## config.mk

```make
export PLATFORM = sky130hd
export DESIGN_NAME = bcd_serial_addsub
export DESIGN_NICKNAME = d
export VERILOG_FILES = /design/src/rtl/bcd_pkg.sv /design/src/rtl/bcd_serial_addsub_digit_step.sv /design/src/rtl/bcd_serial_addsub.sv
export SDC_FILE = /design/constraint.sdc
export NUM_CORES = 1
export LEC_CHECK = 0
export ABC_AREA = 1
export CAP_MARGIN = 20
export CORE_MARGIN = 4
export CORE_UTILIZATION = 50
export DETAILED_ROUTE_END_ITERATION = 10
export PLACE_DENSITY = 0.75
export SETUP_SLACK_MARGIN = 0.2
export SYNTH_ARGS = -nofsm -noshare
export SYNTH_HDL_FRONTEND = slang
export SYNTH_SLANG_ARGS = --single-unit
```

## constraint.sdc

```tcl
create_clock -name clk -period 7.8 [get_ports clk]
set_clock_uncertainty 0.1 [all_clocks]
set_input_delay 0.78 -clock clk [delete_from_list [all_inputs] [get_ports clk]]
set_output_delay 0.78 -clock clk [all_outputs]
set_load 0.03 [all_outputs]
```

## src/rtl/bcd_pkg.sv

```systemverilog
`default_nettype none
// ============================================================================
// Module      : bcd_pkg
// Description : Shared BCD digit types, constants and helpers for the
//               digit-serial adder/subtractor.
// Revision    : 1.0 - initial release
// ============================================================================
package bcd_pkg;

    typedef logic [3:0] bcd_digit_t;

    localparam bcd_digit_t BCD_NINE = 4'd9;
    localparam bcd_digit_t BCD_CORR = 4'd6;

    typedef enum logic [1:0] {
        IDLE = 2'd0,
        ADD  = 2'd1,
        NEG  = 2'd2,
        DONE = 2'd3
    } bcd_state_t;

    function automatic bcd_digit_t nines_comp(input bcd_digit_t d);
        return BCD_NINE - d;
    endfunction

    function automatic logic digit_invalid(input bcd_digit_t d);
        return (d > BCD_NINE);
    endfunction

endpackage : bcd_pkg
`default_nettype wire

```

## src/rtl/bcd_serial_addsub_digit_step.sv

```systemverilog
`default_nettype none
// ============================================================================
// Module      : bcd_digit_step
// Description : Single BCD digit add with carry-in and decimal correction.
// Revision    : 1.0 - initial release
// ============================================================================
module bcd_digit_step
    import bcd_pkg::*;
(
    input  logic [3:0] a,
    input  logic [3:0] b,
    input  logic       cin,
    output logic [3:0] s,
    output logic       cout
);

    logic [4:0] w_sum;

    always_comb begin
        w_sum = {1'b0, a} + {1'b0, b} + {4'b0000, cin};
        // Binary sums of 10..19 wrap into the next decade by adding 6 mod 16.
        if (w_sum[4] || (w_sum[3:0] > BCD_NINE)) begin
            s    = w_sum[3:0] + BCD_CORR;
            cout = 1'b1;
        end else begin
            s    = w_sum[3:0];
            cout = 1'b0;
        end
    end

endmodule : bcd_digit_step
`default_nettype wire

```

## src/rtl/bcd_serial_addsub.sv

```systemverilog
`default_nettype none
// ============================================================================
// Module      : bcd_serial_addsub
// Description : Digit-serial N-digit packed-BCD adder/subtractor returning
//               sign plus magnitude, with start/ready/valid handshake.
// Revision    : 1.0 - initial release
// ============================================================================
module bcd_serial_addsub
    import bcd_pkg::*;
#(
    parameter int DIGITS = 4
) (
    input  logic                clk,
    input  logic                nrst,
    input  logic                start,
    input  logic                sub,
    input  logic [4*DIGITS-1:0] a,
    input  logic [4*DIGITS-1:0] b,
    output logic                ready,
    output logic                valid,
    output logic [4*DIGITS-1:0] result,
    output logic                carry,
    output logic                neg,
    output logic                err
);

    localparam int CNT_W = (DIGITS > 1) ? $clog2(DIGITS) : 1;
    localparam logic [CNT_W-1:0] c_last_idx = CNT_W'(DIGITS - 1);

    bcd_state_t          r_state;
    logic [4*DIGITS-1:0] r_a;
    logic [4*DIGITS-1:0] r_b;
    logic                r_sub;
    logic                r_c;
    logic                r_err_pend;
    logic [CNT_W-1:0]    r_idx;

    logic [3:0]          w_da;
    logic [3:0]          w_db;
    logic [3:0]          w_dr;
    logic [3:0]          w_step_a;
    logic [3:0]          w_step_b;
    logic [3:0]          w_s;
    logic                w_cout;
    logic                w_last;
    logic                w_in_err;
    logic                w_accept;
    logic [4*DIGITS-1:0] w_b_eff;

    always_comb begin
        w_da = 4'd0;
        w_db = 4'd0;
        w_dr = 4'd0;
        for (int i = 0; i < DIGITS; i++) begin
            if (r_idx == CNT_W'(i)) begin
                w_da = r_a[4*i +: 4];
                w_db = r_b[4*i +: 4];
                w_dr = result[4*i +: 4];
            end
        end
        // NEG reuses the adder as 9's complement + 1 over the stored result.
        w_step_a = (r_state == NEG) ? nines_comp(w_dr) : w_da;
        w_step_b = (r_state == NEG) ? 4'd0 : w_db;
    end

    always_comb begin
        w_in_err = 1'b0;
        w_b_eff  = b;
        for (int i = 0; i < DIGITS; i++) begin
            if (digit_invalid(a[4*i +: 4]) || digit_invalid(b[4*i +: 4])) begin
                w_in_err = 1'b1;
            end
            if (sub) begin
                w_b_eff[4*i +: 4] = nines_comp(b[4*i +: 4]);
            end
        end
    end

    assign w_last   = (r_idx == c_last_idx);
    assign w_accept = start && ready;

    bcd_digit_step u_step (
        .a    (w_step_a),
        .b    (w_step_b),
        .cin  (r_c),
        .s    (w_s),
        .cout (w_cout)
    );

    always_ff @(posedge clk) begin
        if (!nrst) begin
            r_state    <= IDLE;
            r_a        <= '0;
            r_b        <= '0;
            r_sub      <= 1'b0;
            r_c        <= 1'b0;
            r_err_pend <= 1'b0;
            r_idx      <= '0;
            ready      <= 1'b1;
            valid      <= 1'b0;
            result     <= '0;
            carry      <= 1'b0;
            neg        <= 1'b0;
            err        <= 1'b0;
        end else if (w_accept) begin
            r_state    <= ADD;
            r_a        <= a;
            r_b        <= w_b_eff;
            r_sub      <= sub;
            r_c        <= sub;
            r_err_pend <= w_in_err;
            r_idx      <= '0;
            ready      <= 1'b0;
            valid      <= 1'b0;
            result     <= '0;
            carry      <= 1'b0;
            neg        <= 1'b0;
            err        <= 1'b0;
        end else begin
            case (r_state)
                ADD: begin
                    if (r_err_pend) begin
                        err     <= 1'b1;
                        r_state <= DONE;
                        ready   <= 1'b1;
                        valid   <= 1'b1;
                    end else begin
                        for (int i = 0; i < DIGITS; i++) begin
                            if (r_idx == CNT_W'(i)) begin
                                result[4*i +: 4] <= w_s;
                            end
                        end
                        r_c   <= w_cout;
                        r_idx <= r_idx + 1'b1;
                        if (w_last) begin
                            carry <= w_cout;
                            r_idx <= '0;
                            // No end-around carry on a subtract means a < b.
                            if (r_sub && !w_cout) begin
                                r_state <= NEG;
                                r_c     <= 1'b1;
                            end else begin
                                r_state <= DONE;
                                ready   <= 1'b1;
                                valid   <= 1'b1;
                            end
                        end
                    end
                end
                NEG: begin
                    for (int i = 0; i < DIGITS; i++) begin
                        if (r_idx == CNT_W'(i)) begin
                            result[4*i +: 4] <= w_s;
                        end
                    end
                    r_c   <= w_cout;
                    r_idx <= r_idx + 1'b1;
                    if (w_last) begin
                        r_idx   <= '0;
                        neg     <= 1'b1;
                        r_state <= DONE;
                        ready   <= 1'b1;
                        valid   <= 1'b1;
                    end
                end
                default: begin
                    r_state <= r_state;
                end
            endcase
        end
    end

endmodule : bcd_serial_addsub
`default_nettype wire

```

After elaboration in Yosys (flattened, before gate mapping):

Cells that the tools add are included.

* register bits after elaboration: 60
* bits in latches: 0
* RAM bits: 0
* memory bits (read-only): 0
* output and inout bits: 21
* memories: 0

* $add $sub $neg: 9
* $mul: 0
* div/mod/pow operators: 0
* magnitude comparators: 9
* equal/unequal tests: 13
* shift-type cells: 0
* mux-type cells: 50
* bitwise logic cells: 2
* reduce and logical (&&, ||, !) cells: 21

Operators with widths (count)
* $mux W4: 23
* $gt A4 B4 Y1 const B: 9
* $pmux W16 S2: 1
* $sub A4 B4 Y4 const A: 5
* $mux W1: 16
* $mux W16: 1
* $ne A3 B3 Y1 const B: 4
* $mux W2: 5
* $reduce_and A3 Y1: 3
* $ne A4 B4 Y1 const B: 2
* $pmux W2 S2: 2
* $reduce_and A2 Y1: 4
* $reduce_and A4 Y1: 2
* $eq A2 B2 Y1 const B: 3
* $add A4 B4 Y5: 1
* $add A5 B1 Y5: 1
* $logic_or A1 B1 Y1: 5
* $add A4 B3 Y4 const B: 1
* $eq A2 B1 Y1 const B: 2
* $ne A2 B2 Y1 const B: 2
* $pmux W1 S2: 2
* $reduce_bool A3 Y1: 1
* $add A2 B1 Y2 const B: 1
* $logic_and A1 B1 Y1: 2
* 5 further kinds: 6

Depth between registers and ports, before layout:

* depth after elaboration: 19
* depth in mapped cells: 25
* gate-level depth less buffers: 24

By module:

Synthesis repeated with hierarchy kept, for this count alone.

* cell total of the unflattened synthesis: 447
* area total of the unflattened synthesis: 3248.1 µm²

By module, submodules not included
* bcd_serial_addsub: instances 1, cells an instance 407, area an instance 3002.9 µm², sequential area each 1201.2 µm²
* bcd_digit_step: instances 1, cells an instance 40, area an instance 245.2 µm², sequential area each 0.0 µm²

Worst setup path after synthesis:

OpenSTA, ideal clock, no wires.

* kind: reg-to-reg
* start point: register r_idx[1]
* end point: register result[11]
* arrival time: 2892 ps
* required time: 7644 ps
* path slack: 4753 ps
* stages on the path, launching flop included: 22
* path buffers: 1
* clock period less this slack: 3047 ps
* path through: dfxtp_1 -> inv_1 -> ha_1 -> buf_6 -> inv_4 -> nand2_4 -> inv_2 -> nand2_1 -> a31oi_1 -> nor2_1 -> o21ai_0 -> inv_1 -> fa_1 -> inv_1 -> fa_1 -> ha_1 -> nand3b_1 -> nand2_1 -> nand2_1 -> nand3_1 -> nand2_1 -> inv_1

* longest elaborated chain between the ends: 15
* elaborated cells on any way between the ends: 28

Ends and longest elaborated chain
* start, declared: line bcd_serial_addsub.sv:36 `logic [CNT_W-1:0] r_idx;`
* start signal, assigned: line bcd_serial_addsub.sv:134 `r_idx <= r_idx + 1'b1;`
* start signal, assigned: line bcd_serial_addsub.sv:157 `r_idx <= r_idx + 1'b1;`
* $logic_not A2 Y1: line bcd_serial_addsub.sv:55 `if (r_idx == CNT_W'(i)) begin`
* $mux W4 (4 in series): line bcd_serial_addsub.sv:55
* $sub A4 B4 Y4: line bcd_pkg.sv:23 `return BCD_NINE - d;`
* $mux W4: line bcd_serial_addsub.sv:62 `w_step_a = (r_state == NEG) ? nines_comp(w_dr) : w_da;`
* $add A4 B4 Y5: line bcd_serial_addsub_digit_step.sv:20 `w_sum = {1'b0, a} + {1'b0, b} + {4'b0000, cin};`
* $add A5 B1 Y5: line bcd_serial_addsub_digit_step.sv:20
* $gt A4 B4 Y1: line bcd_serial_addsub_digit_step.sv:22 `if (w_sum[4] || (w_sum[3:0] > BCD_NINE)) begin`
* $logic_or A1 B1 Y1: line bcd_serial_addsub_digit_step.sv:22
* $mux W4: line bcd_serial_addsub_digit_step.sv:22
* $mux W4 (*): line bcd_serial_addsub.sv:129, bcd_serial_addsub.sv:152
* $mux W16: line bcd_serial_addsub.sv:122 `if (r_err_pend) begin`
* $pmux W16 S2 (*): line bcd_serial_addsub.sv:120 `case (r_state)`
* end signal, assigned by index: line bcd_serial_addsub.sv:130 `result[4*i +: 4] <= w_s;`
* end signal, assigned by index: line bcd_serial_addsub.sv:153 `result[4*i +: 4] <= w_s;`
* end, declared: line bcd_serial_addsub.sv:21 `output logic [4*DIGITS-1:0] result,`

Mark *: on every way between the ends. The rest lies on a longest branch, timed or not. The select of a mux whose other input is x is not followed.
A chain may end at the register's enable or synchronous reset.

Final worst setup path:

* start point: register r_idx[0]
* end point: register result[7]

Same word-level chain as after synthesis.

==> results.py <==
metrics = {
    "floorplan": {
        "rows": 29,
        "die_area_um2": 8114,
        "die_x_um": 90.08,
        "fp.coreArea_um2": 6459,
        "io_pins": 57,
        "fp.dieH_um": 90.08,
        "initial_core_util_pct": 52.15,
    },
    "global_routing": {
        "grt_pass1_wl_um": 14070,
        "grt_pass1_vias": 3005,
        "gr-total-overflow": 0,
        "grt_start_max_net_pins": 37,
        "grt_use_total_pct": 21.53,
        "antenna_found_initial": 0,
    },
    "layout": {
        "final_cells": 595,
        "n_antenna_cell": 0,
        "finalInstanceArea_um2": 4136,
        "fin_util_pct": 64.04,
        "drive_above_1_share_pct": 10.62,
        "syn_to_final_growth_pct": 22.81,
        "final_nets": 564,
    },
    "synthesis": {
        "synth_top_area_share_pct": 35.66,
        "ys_warn_count": 0,
        "synth_cell_types": 39,
        "synth_edf_count": 0,
        "synthesis.nets": 512,
        "async_flop_share_pct": 0,
        "netlist_top_cells_count": "77 x inv_1, 75 x nand2_1, 60 x dfxtp_1, 39 x a21oi_1, 39 x o21ai_0",
        "netlist_top_cells_area": "dfxtp_1 36%, inv_1 8.6%, nand2_1 8.4%, a21oi_1 5.8%, o21ai_0 5.8%",
        "synth_seq_cells": 60,
        "seq_area_frac_synth_pct": 35.66,
        "yosysTopAreaCell": "dfxtp_1",
        "synth_top_flop_cell": "dfxtp_1",
        "synth.most_common_cell": "inv_1",
        "synth_area_per_cell_um2": 7.306,
        "syn-instance-count": 461,
        "syn_area_um2": 3368,
    },
    "worst_setup_path": {
        "critical-path-max-stage-delay_ns": 0.48,
        "crit_arrival_ns": 4.03,
        "crit_chain": "inv_1, ha_1, inv_1, a31oi_1, nor2_1, o21ai_0, inv_1, fa_1, inv_1, fa_1, nand3_1, nand3_2, nand2_2, nand2_1, nand3_1, nand2_1, inv_1",
        "crit_fanout": 13,
        "crit_path_end_kind": "flip-flop",
        "ff2ff_setup_slack_ns": 3.97,
        "cp_num_buf_inv": 5,
        "crit_family": "adder cells",
        "path_class": "reg2reg",
        "crit_top_cell": "inv_1",
        "cp.depth": 17,
        "start_kind": "flip-flop",
        "crit_path_start": "r_idx[0]$_SDFFE_PP0P_",
        "crit_slowest_cell": "ha_1",
        "r2r_start": "r_idx[0]$_SDFFE_PP0P_",
        "crit_required_ns": 7.99,
        "reg2regPathDepth": 17,
    },
    "place": {
        "place_area_um2": 3940,
        "routabilityCongestion": 0.9359,
        "numPortBuffers": 56,
        "dp_hpwl_um": 6512,
        "dp_cells": 579,
    },
    "drt": {
        "ant_nets": 0,
        "drt_iter0_drc": 164,
        "met1Wirelength_um": 3963,
        "num_vias": 3167,
        "wirelength_um": 8664,
        "wl_met2_um": 4151,
        "vias_per_cell": 5.323,
        "wire_per_inst_um": 14.56,
        "dr_wl_met3_um": 419,
        "drt_first_pass_iters": 5,
        "highest_layer": "met4",
        "drc_errors": 0,
    },
    "clock_tree": {
        "post-cts-setup-buffers": 0,
        "clkLatencyLatePin_ns": 0.34,
        "htree_levels": 3,
        "numCtsBuffers": 9,
        "cts_tree": "done",
        "clk_pin_slew_worst_paths_ns": 0.07,
        "clockBufferDepth": 2,
        "cts_hold_buf": 0,
        "cts_resized": 0,
        "cts-root-buf": "clkbuf_8",
        "clock_sinks": 60,
    },
    "timing": {
        "setup_tns_ns": 0,
        "final_hold_viol_count": 0,
        "slew_violations": 0,
        "post-route-min-period_ns": 3.832,
        "rsz0062_at_grt": "no",
        "worst_pin_slew_ns": 0.8783,
        "fmax_mhz": 261.0,
        "finalCritPeriodShare_pct": 49.13,
        "slew_headroom_pct": 41.38,
        "finalSetupViolCount": 0,
    },
    "power_and_ir_drop": {
        "vdd_ir_drop_max_mv": 0.1101,
        "p_leak_nw": 1.839,
        "power.density_nw_per_um2": 205.3,
    },
    "worst_hold_path": {
        "hold_class": "reg2reg",
        "whs_path_depth": 2,
        "worstHoldStart": "err$_SDFFE_PP0P_",
    },
    "status": {
        "outcome": "complete, no violations",
    },
    "flow_run": {
        "cap_violations": 0,
    },
}
per-stage QoR:
stage | hold WS, ns | worst slack, ns | power, mW
after CTS | 0.3551 | 4.027 | 0.8509
after global placement | 0.3362 | 4.073 | 0.5619
after detailed placement | 0.3462 | 4.042 | 0.5681
after global routing | 0.3721 | 3.709 | 0.8940
after floorplan | 0.3231 | 4.753 | 0.5015
final | 0.3509 | 3.968 | 0.8492
area by class of cell:
cell class | count | area, um^2
inverter | 89 | 356.6
fill | 596 | 2322
clock buffer | 15 | 166.4
tap | 77 | 96.34
multi-input combinational | 297 | 1725
clock inverter | 1 | 30.03
sequential | 60 | 1201
timing repair buffer | 56 | 560.5
metal layers:
metal	up-vias	global-route usage, %
met5	-	0
met2	84	35.47
met3	11	3.840
li1	1613	-
met4	0	9.949
met1	1459	27.32
worst paths after layout:
path                                          endpoint
worst max-delay path            result[7]$_SDFFE_PP0P_
worst min-delay path                  err$_SDFFE_PP0P_
worst max register to register  result[7]$_SDFFE_PP0P_
worst min register to register        err$_SDFFE_PP0P_
worst reg2reg max path: stages, from the launching register on:
cell     delay [ns]
dfxtp_1        0.33
inv_1          0.12
ha_1           0.48
inv_1          0.39
a31oi_1        0.31
nor2_1         0.05
o21ai_0        0.15
inv_1          0.07
fa_1           0.41
inv_1          0.09
fa_1           0.46
nand3_1        0.13
nand3_2        0.15
nand2_2        0.15
nand2_1        0.17
nand3_1        0.11
nand2_1        0.06
inv_1          0.04
power by group:
part	internal (mW)	switching (mW)	total, mW
sequential	0.326	0.0119	0.338
clock	0.166	0.118	0.284
combinational	0.0836	0.144	0.227
total	0.575	0.274	0.849
kinds of logic (layout without fill, tap and decap cells):
group	after synthesis	in the layout	share of synthesized area, %
AND/OR/NAND/NOR	158	158	24.07
adder cells (fa/ha/maj)	15	15	6.018
flip-flops	60	60	35.66
AO/OA/AOI/OAI	120	120	20.10
buffers and inverters	104	161	13.11
XOR/XNOR	4	4	1.040
flip-flops by register name (all words and copies together), names as in the netlist:
register    cells
carry           1
err             1
neg             1
r_a            16
r_b            16
r_c             1
r_err_pend      1
r_idx           2
r_state         2
r_sub           1
ready           1
result         16
valid           1
cells in the final DEF, fill, tap and decap left out, drive strengths merged, types with 3 or more instances in the layout:
| cell | n |
|---|---|
| a211oi | 3 |
| a21oi | 40 |
| a22o | 4 |
| a22oi | 4 |
| clkbuf | 15 |
| clkdlybuf4s50 | 56 |
| dfxtp | 60 |
| ha | 13 |
| inv | 89 |
| nand2 | 86 |
| nand3 | 30 |
| nor2 | 37 |
| o211ai | 3 |
| o21ai | 44 |
| o22ai | 18 |
| xnor2 | 4 |
No activity file was read; power rests on OpenSTA's default activity.
